## config.mk

```make
export PLATFORM = sky130hd
export DESIGN_NAME = comparators_flat
export DESIGN_NICKNAME = d
export VERILOG_FILES = /design/src/rtl/comparators_pkg.sv /design/src/rtl/comparators_if.sv /design/src/rtl/comparators_adder_n.sv /design/src/rtl/comparators.sv /design/src/flat_wrapper.sv
export SDC_FILE = /design/constraint.sdc
export NUM_CORES = 1
export LEC_CHECK = 0
export CAP_MARGIN = 20
export CORE_MARGIN = 8
export CORE_UTILIZATION = 36
export DETAILED_ROUTE_END_ITERATION = 10
export GPL_ROUTABILITY_DRIVEN = 0
export PLACE_DENSITY_LB_ADDON = 0.1
export SLEW_MARGIN = 5
export SYNTH_ARGS = -nofsm -noshare
export SYNTH_HDL_FRONTEND = slang
export SYNTH_SLANG_ARGS = --single-unit
export TNS_END_PERCENT = 20
```

## constraint.sdc

```tcl
create_clock -name clk -period 19 [get_ports clk]
set_input_delay 2.85 -clock clk [delete_from_list [all_inputs] [get_ports clk]]
set_output_delay 2.85 -clock clk [all_outputs]
set_load 0.05 [all_outputs]
```

## src/rtl/comparators_pkg.sv

```systemverilog
// Shared constants for the signed comparator pair and its ripple subtractor.
package comparators_pkg;
    localparam int COMP_WIDTH_DEFAULT = 32;
endpackage

```

## src/rtl/comparators_if.sv

```systemverilog
// Operand/result bundle for the comparator pair.
// The comparator drives the slave side and the requester drives the master side.
interface comparators_if
    import comparators_pkg::*;
#(
    parameter int N = COMP_WIDTH_DEFAULT
) ();
    logic [N-1:0] a;
    logic [N-1:0] b;
    logic         equals;
    logic         less_than;
    logic [N-2:0] sum;
    logic         first_comp;
    logic         equals_q;
    logic         less_than_q;

    modport master (
        output a, b,
        input  equals, less_than, sum, first_comp, equals_q, less_than_q
    );

    modport slave (
        input  a, b,
        output equals, less_than, sum, first_comp, equals_q, less_than_q
    );
endinterface

```

## src/rtl/comparators_adder_n.sv

```systemverilog
// Gate-level ripple-carry adder built from N full adders.
// In the comparator it is used as a subtractor: the caller inverts b and sets c_in to 1.
module adder_n
    import comparators_pkg::*;
#(
    parameter int N = COMP_WIDTH_DEFAULT
) (
    input  logic [N-1:0] a,
    input  logic [N-1:0] b,
    input  logic         c_in,
    output logic [N-1:0] sum,
    output logic         c_out
);
    logic [N:0] carry;

    assign carry[0] = c_in;

    genvar gi;
    generate
        for (gi = 0; gi < N; gi++) begin : g_fa
            logic p;
            assign p            = a[gi] ^ b[gi];
            assign sum[gi]      = p ^ carry[gi];
            assign carry[gi+1]  = (a[gi] & b[gi]) | (carry[gi] & p);
        end
    endgenerate

    assign c_out = carry[N];
endmodule

```

## src/rtl/comparators.sv

```systemverilog
// Signed N-bit == and < comparator with a combinational datapath and registered copies.
// Equality uses an XNOR-reduce; less-than uses a sign split plus an (N-1)-bit ripple subtract.
module comparators
    import comparators_pkg::*;
#(
    parameter int N = COMP_WIDTH_DEFAULT
) (
    input  logic          clk,
    input  logic          rst,
    comparators_if.slave  bus
);
    logic [N-1:0] eq_bits;
    logic         equals_c;
    logic [N-2:0] b_low_inv;
    logic [N-2:0] diff;
    logic         carry_out;
    logic         sign_diff;
    logic         less_than_c;
    logic         eq_d;
    logic         eq_q;
    logic         lt_d;
    logic         lt_q;

    genvar gi;
    generate
        for (gi = 0; gi < N; gi++) begin : g_eq
            assign eq_bits[gi] = bus.a[gi] ~^ bus.b[gi];
        end
    endgenerate

    assign equals_c  = &eq_bits;
    assign b_low_inv = ~bus.b[N-2:0];

    // a_low + ~b_low + 1: carry out is the inverse of the borrow.
    adder_n #(
        .N (N - 1)
    ) u_sub (
        .a     (bus.a[N-2:0]),
        .b     (b_low_inv),
        .c_in  (1'b1),
        .sum   (diff),
        .c_out (carry_out)
    );

    // Differing signs: the negative operand is the smaller one.
    assign sign_diff   = bus.a[N-1] ^ bus.b[N-1];
    assign less_than_c = sign_diff ? bus.a[N-1] : ~carry_out;

    assign eq_d = equals_c;
    assign lt_d = less_than_c;

    always_ff @(posedge clk) begin
        if (rst) begin
            eq_q <= 1'b0;
            lt_q <= 1'b0;
        end else begin
            eq_q <= eq_d;
            lt_q <= lt_d;
        end
    end

    assign bus.equals      = equals_c;
    assign bus.less_than   = less_than_c;
    assign bus.sum         = diff;
    assign bus.first_comp  = sign_diff;
    assign bus.equals_q    = eq_q;
    assign bus.less_than_q = lt_q;
endmodule

```

## src/flat_wrapper.sv

```systemverilog
// flat-port wrapper written by rule: the top's interface ports become plain ports
module comparators_flat import comparators_pkg::*;
#(
    parameter int N = COMP_WIDTH_DEFAULT
)
  (clk, rst, bus_a, bus_b, bus_equals, bus_less_than, bus_sum, bus_first_comp, bus_equals_q, bus_less_than_q);
  comparators_if #(.N(N)) bus_i ();
  input  logic clk;
  input  logic rst;
  input wire logic [$bits(bus_i.a)-1:0] bus_a;
  input wire logic [$bits(bus_i.b)-1:0] bus_b;
  output wire logic [$bits(bus_i.equals)-1:0] bus_equals;
  output wire logic [$bits(bus_i.less_than)-1:0] bus_less_than;
  output wire logic [$bits(bus_i.sum)-1:0] bus_sum;
  output wire logic [$bits(bus_i.first_comp)-1:0] bus_first_comp;
  output wire logic [$bits(bus_i.equals_q)-1:0] bus_equals_q;
  output wire logic [$bits(bus_i.less_than_q)-1:0] bus_less_than_q;
  assign bus_i.a = bus_a;
  assign bus_i.b = bus_b;
  assign bus_equals = bus_i.equals;
  assign bus_less_than = bus_i.less_than;
  assign bus_sum = bus_i.sum;
  assign bus_first_comp = bus_i.first_comp;
  assign bus_equals_q = bus_i.equals_q;
  assign bus_less_than_q = bus_i.less_than_q;
  comparators #(.N(N)) u_core (.clk(clk), .rst(rst), .bus(bus_i));
endmodule
```

==> results summary, run 1 <==
The per-cell via count in the routed design came out at ~4. The initial core utilization came out at between 30% and 40%. The half-perimeter wire length after placement is ~3.8 mm. Before antenna repair, the detailed router went through 2 iterations. The via count of the first global-routing pass was about 1.5k. The setup TNS after final layout is 0 ps. The area taken by flip-flops and latches came out at approximately 40 sq um. Of the post-synthesis cell area, the dominant cell type holds roughly two fifths. Compared with the post-synthesis result, the final layout area differs by 75.1%.

The aggregate global routing overflow is 0. The number of antenna diodes in the final layout is 0. Summing all placed instances gives a cell area of 2570 sq um.

The number of nets in the finished design is about 400. The area inside the core boundary is between 4000 and 5000 sq um. Setup violations remaining at the end of the flow were counted as 0.

Setup repair after global routing left no endpoint under its margin. Power spread over the standard cell area amounts to between 50 and 60 nW/um^2. The wire length per cell after detailed routing is between 10 and 15 um. STA classifies the critical path endpoint as an output port. The worst IR drop on VDD is roughly 0.000045 V.

The worst max-slew margin expressed relative to the limit came out at 64.2%. The first-pass GRT wire length came out at approximately 6.6 mm. The initial DRC count is 15. The register bit total from synthesis came out at 2. In this run the horizontal extent of the chip is approximately 80 um. The number of rows created at floorplan came out at 23. The height of the chip is 80.4 um. The leakage power total is around 1.4 nW. The number of distinct standard cells referenced by the synthesized netlist came out at 16. Summing over every cut layer, the via total after detailed routing is between 1k and 1.5k. In the post-synthesis netlist, the biggest area contributors are fa_1, ha_1, inv_1. The fill cell total of the finished layout is about 340. The detail route stage leaves a number of antenna-violating nets equal to 0.

In this run the tool buffered the top-level ports with a little over 100 buffer cells. When the netlist entered floorplanning its net count stood at 300. Counting stages on the worst path, the most repeated cell is fa_1. The portion of the post-synthesis area used by sequential elements is around 2.7%. The total wire length after detailed routing is approximately 3.9 mm. The number of slew-limit violations in the final report came out at 0.

The flow ran to the end, and the final reports show no timing, DRC or antenna violations. Global routing consumed, over all layers together, about an eighth of the routing resources. The number of hold-repair buffers added at the cts stage is 0. The multi-input logic area came out at 1110 sq um. The final worst-path cycle share is slightly below 100%. The final-report hold violation count was 0. The data arrival time of the critical path is 15700 ps.

In this run the worst path has a maximum fanout of 2. The number of antenna violations at the first check in global routing came out at 0. Once the clock tree was built, the setup fixing pass inserted 0 buffers. The utilization after layout is approximately 65%. The worst min-delay path class is input pin to flop. The maximum number of pins on one net before global-route repair came out at 4. The average cell area after synthesis came out at between 8 and 9 sq um. Based on the critical path, the design can be clocked at up to 0.0539 GHz.

The maximum level of the CTS H-tree came out at 1. The instance count after placement with tap cells included came out at 324. The number of resized instances in the post-cts repair step is 0. The slowest stage of the critical path belongs to the cell clkdlybuf4s50_1.

The number of buffers created by CTS is 3. The synthesized design spends more area on one cell type than any other, namely fa_1. Counting instances, the worst hold path has a depth of 2. The top-level port count came out at 102. The post-route standard cell area excluding fillers is ~2600 sq um. The clock slew seen by the registers of the worst setup and hold paths came out at 30 ps. The share of post-route cells with drive strength above 1 is under 10%. The number of buffers between clock root and the deepest sink is 2. The slew at the pin closest to its max-slew limit is about 530 ps. The post-layout minimum cycle time is 18550 ps. The sink count of the clock tree came out at 2.

The die area is between 6000 and 7000 sq um. The critical path class is input pin to output port. The cell sitting at the root of the clock tree is a clkbuf_8. The worst setup path is launched from an input pin. The required time of the critical path is 16150 ps.

The number of cells in the finished layout apart from fillers came out at 327. The count of unresolved DRC violations after routing is 0. The synthesized cell area came out at between 1000 and 1500 sq um. TritonCTS built the clock tree. The max-capacitance violation count is 0. During synthesis, Yosys emitted a total of 0 warnings. The biggest cell delay along the critical path is around 460 ps. The synthesized instance count is ~170.
-- state kept, by name, indices dropped and copies added, names as in the netlist --
register and cells:
u_core.bus.less_than_q 1, u_core.bus.equals_q 1
-- area by class of cell --
cell class | instances | area share (%)
clock buffer | 3 | 1.58
inverter | 92 | 13.2
multi-input combinational | 79 | 42.4
sequential | 2 | 1.53
tap | 50 | 2.40
timing repair buffer | 101 | 38.9
-- cells in the mapped netlist --
master / n
inv_1: 92
dfxtp_1: 2
nand2_1: 1
nand3_1: 1
nor3_1: 1
or2_2: 1
nor2b_1: 1
nand4_1: 7
xor2_1: 1
nor4_2: 1
o21ai_1: 1
ha_1: 31
or4_4: 1
or3_1: 1
nor2_1: 1
fa_1: 30
-- cells by family after synthesis --
logic type | count (synthesis) | synth area share (%)
flip-flops | 2 | 2.68
AO/OA/AOI/OAI | 1 | 0.335
buffers and inverters | 92 | 23.2
XOR/XNOR | 1 | 0.587
adder cells (fa/ha/maj) | 61 | 66.3
AND/OR/NAND/NOR | 16 | 6.96
-- worst paths after layout --
kind | end | slack [ps] | startpoint
setup / recovery | bus_less_than | 450 | bus_a[0]
hold / removal | u_core.bus.less_than_q | 3240 | rst
-- report_power, final --
group | total (mW) | switching [mW] | internal (mW)
Combinational | 0.123 | 0.0760 | 0.0472
Sequential | 0.00445 | 0.0000328 | 0.00441
Clock | 0.0167 | 0.00330 | 0.0134
Total | 0.144 | 0.0794 | 0.0650
-- routing by layer --
metal  global-route usage, %  part of all wire [%]  up-vias
met2                    22.1                    50       55
met5                       0                     0        -
met4                    3.45                   1.2        0
li1                        -                     -      663
met3                    4.02                   8.8        6
met1                    14.8                    39      588
-- critical path, delay by kind of cell --
| kind | cells | cell delay (ps) |
|---|---|---|
| simple gates | 1 | 100 |
| compound gates | 1 | 70 |
| buf+inv | 3 | 690 |
| fa+ha+maj | 31 | 11990 |
-- stage by stage --
step                total power, mW  worst slack, ps  hold WS [ps]
floorplan                    0.0776             1330          2920
global placement              0.129              562          3450
detailed placement            0.129              403          3450
CTS                           0.147              375          3240
global route                  0.155             48.8          3270
finish                        0.144              450          3240
-- cells in the final DEF (no fill, tap or decap), types with 2 or more instances in the layout --
master / count
ha_1: 31
buf_4: 2
clkbuf_8: 3
inv_1: 92
fa_1: 30
dfxtp_1: 2
nand4_1: 7
clkdlybuf4s50_1: 98
Power figures use the tool's default switching activity.
==> run 2, diff against run 1 <==
SETUP_SLACK_MARGIN = 0.2   (was not set)
==> run 2 against run 1 <==
Via count grew 0.38%. Hold slack is the same. Utilization grew 0.19 points. Largest power group unchanged. Highest routed layer unchanged.
==> results summary, run 2 (synthesis gave the netlist of run 1 again) <==
The switching power came to 79.5 uW (was 79.4 uW). The number of rows created at floorplan came to 23 (unchanged). The CTS tree is built (unchanged). The setup TNS after final layout is 0 ps (unchanged).

The first-pass GRT wire length is 6.59 mm (unchanged). The maximum operating frequency is 0.0544 GHz (was 0.0539 GHz). Outcome: finished clean (unchanged). The post-CTS setup buffer count came out at 0 (unchanged). The leakage power total came out at 1.41 nW (about the same). The slew at the pin closest to its max-slew limit came to 535 ps (unchanged). The maximum level of the CTS H-tree came out at 1 (unchanged). The leading cell type in the layout, fill and taps excluded is clkdlybuf4s50_1 (unchanged). The horizontal die dimension came out at 80.4 um (unchanged). The clock share of power came out at 11.5% (was 11.6%). The worst hold path stage count came to 2 (unchanged). The growth of design area from synthesis to finish is 75.6% (was 75.1%). The aggregate global routing overflow is 0 (unchanged). The fill cell total of the finished layout is 339 (was 341). The max-capacitance violation count came to 0 (unchanged). The fraction of power consumed by combinational cells was 85.4% (about the same). The worst hold slack is 3240 ps (unchanged). The number of antenna diodes is 0 (unchanged). The number of slew-limit violations in the final report came out at 0 (unchanged). The number of input and output port buffers inserted came to 101 (unchanged). The data arrival time of the critical path is 15540 ps (was 15700 ps). Most frequent cells in the layout: clkdlybuf4s50_1, inv_1, ha_1, fa_1, nand4_1 (unchanged). The final worst-path cycle share is 96.8% (was 97.6%).

The kind of start point of the critical path is an input pin (unchanged). Unrepaired setup endpoints after global routing: no (unchanged). The overall routing resource usage is 12.8% (unchanged). The top-level port count came out at 102 (unchanged). The initial DRC count came out at 15 (unchanged). The final number of setup-violating endpoints came out at 0 (unchanged). The wire length per cell after detailed routing came to 12.1 um (about the same). The end point of the worst hold path was u_core.bus.less_than_q (unchanged). The internal power is 65.2 uW (was 65.0 uW). The number of nets in the finished design is 406 (unchanged). The required time of the critical path is 16150 ps (about the same).

The biggest cell delay along the critical path was 460 ps (about the same). The worst min-delay path class is input pin to flop (unchanged). The post-layout minimum cycle time was 18390 ps (was 18550 ps). The critical path class is input pin to output port (unchanged). The sink count of the clock tree is 2 (unchanged).

The clock slew seen by the registers of the worst setup and hold paths is 30 ps (about the same). The biggest fanout along the worst timing path came to 2 (unchanged). The utilization after layout came out at 65.5% (was 65.3%).

The kind of end point of the critical path is an output port (unchanged). The highest signal layer in the routed design was met4 (unchanged). The half-perimeter wire length after placement is 3.81 mm (unchanged). The number of hold-repair buffers added at the cts stage is 0 (unchanged). The share of post-route cells with drive strength above 1 is 4.33% (was 3.25%). The length of routed met3 wiring came out at 349 um (unchanged). The number of antenna violations at the first check in global routing is 0 (unchanged). The worst IR drop on VDD is 0.0000438 V (was 0.0000452 V). The worst-path cell with the longest stage delay is clkdlybuf4s50_1 (unchanged). The height of the chip came out at 80.4 um (unchanged). The final-report hold violation count came out at 0 (unchanged). The detailed-routing iteration count for the pre-antenna-repair pass came out at 2 (unchanged). The area inside the core boundary is 4000 sq um (unchanged). The per-cell via count in the routed design came out at 4.03 (was 4.01). The via count of the first global-routing pass is 1490 (unchanged).

The cell repeated most along the worst path is fa_1 (unchanged). The met1 wire length is 1.56 mm (about the same). The count of nets left with antenna violations after detail routing came out at 0 (unchanged). The worst max-slew margin expressed relative to the limit is 64.2% (unchanged).

The number of buffers between clock root and the deepest sink is 2 (unchanged). The source of the worst hold timing path is rst (unchanged). The ratio of total power to cell area was 55.3 nW/um^2 (about the same). The maximum number of pins on one net before global-route repair came out at 4 (unchanged).

The total wire length after detailed routing came to 3.96 mm (was 3.95 mm). The count of unresolved DRC violations after routing came out at 0 (unchanged). The via total after detailed routing came out at 1317 (was 1312). The number of buffers created by CTS is 3 (unchanged). The final total power is 145 uW (was 144 uW). The met2 wire length is 2.01 mm (was 1.99 mm). The switching portion of total power is 54.9% (was 55.0%). The initial core utilization came out at 37.3% (unchanged).

The relative contribution of sequential cells to total power came out at 3.1% (about the same). The number of resized instances in the post-cts repair step was 0 (unchanged). The die area came out at 6460 sq um (unchanged). The root buffer selected by CTS is clkbuf_8 (unchanged).
## run 2: changes by cell type in the layout (fill, tap and decap cells not counted)
cell	previous run	this run
fa_1	30	27
fa_2	0	3
## run 2: per-stage QoR
stage	cell area [sq um]	worst slack [ps]	std cells
floorplan	1490	1330	173
global placement	2570	562	324
detailed placement	2570	403	324
CTS	2610	375	327
global route	2620	207	327
finish	2620	611	327
## run 2: area by class of cell
class / count / area [sq um] / share of cell area [%]
well taps: 50 / 62.6 / 2.39
multi-input cells: 79 / 1110 / 42.5
repair buffers: 101 / 1020 / 38.8
clock buffers: 3 / 41.3 / 1.58
inverters: 92 / 345 / 13.2
flip-flops and latches: 2 / 40.0 / 1.53
## run 2: worst max path at each step
stage,cells past startpoint,slack [ps],to,start
2_1_floorplan,34,1330,bus_less_than,bus_a[0]
3_3_place_gp,36,560,bus_less_than,bus_a[0]
3_5_place_dp,36,400,bus_less_than,bus_a[0]
4_1_cts,36,380,bus_less_than,bus_a[0]
5_1_grt,36,210,bus_less_than,bus_a[0]
6_report,36,610,bus_less_than,bus_a[0]
## run 2: layer usage
layer,global-route usage [%],vias to the layer above
met1,14.8,593
li1,-,663
met2,22.1,55
met4,3.45,0
met3,4.02,6
met5,0,-
## run 2: critical path, delay by kind of cell
kind	cells	cell delay, ps
buf+inv	3	690
fa+ha+maj	31	11820
simple gates	1	100
compound gates	1	70
## run 2: power groups by stage
stage | Sequential (mW) | Combinational, mW | Clock, mW
after global routing | 0.00446 | 0.133 | 0.0175
after floorplan | 0.00513 | 0.0725 | 0
after global placement | 0.00450 | 0.124 | 0
after CTS | 0.00444 | 0.125 | 0.0169
after detailed placement | 0.00450 | 0.125 | 0
final | 0.00445 | 0.124 | 0.0167
==> run 3, diff against run 2 <==
SETUP_SLACK_MARGIN = 0.05   (was 0.2)
==> run 3 against run 2 <==
Largest power group unchanged. Utilization is 0.13 points lower. Fmax is 0.55% lower. First-iteration DRC count stayed put. Highest routed layer unchanged.
==> results summary, run 3 (synthesis gave the netlist of run 1 again) <==
The final worst-path cycle share came out at 97.3% (was 96.8%). The aggregate global routing overflow came out at 0 (unchanged). The top-level port count was 102 (unchanged). The fill cell total of the finished layout came to 339 (unchanged). The die area came to 6460 sq um (unchanged).

The met1 wire length is 1.55 mm (was 1.56 mm). The per-cell via count in the routed design came to 4.01 (was 4.03). Unrepaired setup endpoints after global routing: no (unchanged). The final number of setup-violating endpoints came out at 0 (unchanged).

The number of input and output port buffers inserted is 101 (unchanged). The count of nets left with antenna violations after detail routing is 0 (unchanged). The setup TNS after final layout came out at 0 ps (unchanged).

The worst IR drop on VDD came out at 0.0000452 V (was 0.0000438 V). The number of cells in the finished layout apart from fillers came to 327 (unchanged). The worst min-delay path class was input pin to flop (unchanged). The relative contribution of sequential cells to total power is 3.1% (about the same).

The number of rows created at floorplan was 23 (unchanged). The post-CTS setup buffer count came to 0 (unchanged). The first-pass GRT wire length came out at 6.59 mm (unchanged).

The biggest fanout along the worst timing path is 2 (unchanged). The length of routed met3 wiring is 349 um (unchanged). The area inside the core boundary came out at 4000 sq um (unchanged).

The detailed-routing iteration count for the pre-antenna-repair pass came out at 2 (unchanged). The critical path class is input pin to output port (unchanged). The slew at the pin closest to its max-slew limit is 535 ps (unchanged). The final-report hold violation count came to 0 (unchanged). The number of buffers created by CTS is 3 (unchanged).

The initial core utilization came to 37.3% (unchanged). The leakage power total is 1.41 nW (about the same). The growth of design area from synthesis to finish is 75.3% (was 75.6%). The horizontal die dimension came out at 80.4 um (unchanged). The root buffer selected by CTS was clkbuf_8 (unchanged).

The post-layout minimum cycle time was 18490 ps (was 18390 ps). The highest signal layer in the routed design was met4 (unchanged). The max-capacitance violation count came out at 0 (unchanged).

The number of slew-limit violations in the final report was 0 (unchanged). The worst max-slew margin expressed relative to the limit is 64.2% (unchanged). The total wire length after detailed routing is 3.94 mm (was 3.96 mm). The half-perimeter wire length after placement came out at 3.81 mm (unchanged).

The required time of the critical path is 16150 ps (about the same). Outcome: finished clean (unchanged). The cell class contributing the biggest share of worst-path delay is adder cells (unchanged). The worst hold path stage count came out at 2 (unchanged). The count of unresolved DRC violations after routing was 0 (unchanged). The biggest cell delay along the critical path is 460 ps (about the same).

The number of buffers between clock root and the deepest sink was 2 (unchanged). The maximum level of the CTS H-tree was 1 (unchanged). The via count of the first global-routing pass is 1490 (unchanged).

The ratio of total power to cell area is 55.3 nW/um^2 (about the same). The sink count of the clock tree came out at 2 (unchanged). The source of the worst hold timing path is rst (unchanged). The overall routing resource usage was 12.8% (unchanged). The worst-path cell with the longest stage delay was clkdlybuf4s50_1 (unchanged). The switching portion of total power came out at 54.9% (about the same).

The worst hold slack was 3240 ps (unchanged). The number of antenna violations at the first check in global routing is 0 (unchanged). The count of buffer and inverter cells on the critical path came to 3 (unchanged). The instance count after placement with tap cells included is 324 (unchanged). The clock slew seen by the registers of the worst setup and hold paths is 30 ps (about the same). Most frequent cells in the layout: clkdlybuf4s50_1, inv_1, ha_1, fa_1, nand4_1 (unchanged). The number of cells on the critical path was 36 (unchanged). The height of the chip was 80.4 um (unchanged). The wire length per cell after detailed routing is 12.1 um (about the same). The fraction of power consumed by combinational cells came out at 85.4% (about the same). The cell repeated most along the worst path is fa_1 (unchanged). The initial DRC count came out at 15 (unchanged). The kind of start point of the critical path is an input pin (unchanged). The maximum operating frequency came to 0.0541 GHz (was 0.0544 GHz).

The data arrival time of the critical path came out at 15640 ps (was 15540 ps). The number of nets in the finished design is 406 (unchanged). The maximum number of pins on one net before global-route repair came out at 4 (unchanged). The leading cell type in the layout, fill and taps excluded is clkdlybuf4s50_1 (unchanged). The switching power came out at 79.4 uW (was 79.5 uW). The via total after detailed routing came to 1312 (was 1317). The number of antenna diodes is 0 (unchanged). The clock share of power came out at 11.5% (about the same).

The launch point of the worst path is bus_a[0] (unchanged). The internal power is 65.1 uW (was 65.2 uW). The met2 wire length was 1.99 mm (was 2.01 mm). The CTS tree is built (unchanged). The kind of end point of the critical path is an output port (unchanged). The share of post-route cells with drive strength above 1 came to 3.61% (was 4.33%).
[run 3: what timing repair did]
item                                   4_1_cts  5_1_grt
setup endpoints to repair                    0        1
resized for setup                            0        1
endpoints found under the hold margin        0        0
hold buffers                                 0        0
[run 3: routing by layer]
layer	global-route usage (%)	up-vias
met1	14.8	588
met3	4.02	6
li1	-	663
met4	3.45	0
met5	0	-
met2	22.1	55
[run 3: power groups by stage]
stage	clock network [mW]	logic (mW)	registers [mW]
5_1_grt	0.0175	0.133	0.00446
3_5_place_dp	0	0.125	0.00450
3_3_place_gp	0	0.124	0.00450
4_1_cts	0.0169	0.125	0.00444
6_report	0.0167	0.123	0.00445
2_1_floorplan	0	0.0725	0.00513
[run 3: final cells by class]
class,instances,area [sq um],area share (%)
flip-flops and latches,2,40.0,1.53
multi-input cells,79,1110,42.4
repair buffers,101,1020,38.9
well taps,50,62.6,2.39
inverters,92,345,13.2
clock buffers,3,41.3,1.58
[run 3: worst paths after layout]
check	end	slack, ps
worst max-delay path	bus_less_than	510
worst min-delay path	u_core.bus.less_than_q	3240
[run 3: per-stage QoR]
step | utilization, % | worst slack [ps] | instance area, sq um | total power, mW
2_1_floorplan | - | 1330 | 1490 | 0.0776
3_3_place_gp | 64.2 | 562 | 2570 | 0.129
3_5_place_dp | 64.2 | 403 | 2570 | 0.129
4_1_cts | 65.3 | 375 | 2610 | 0.147
5_1_grt | 65.3 | 107 | 2610 | 0.155
6_report | 65.3 | 510 | 2610 | 0.145
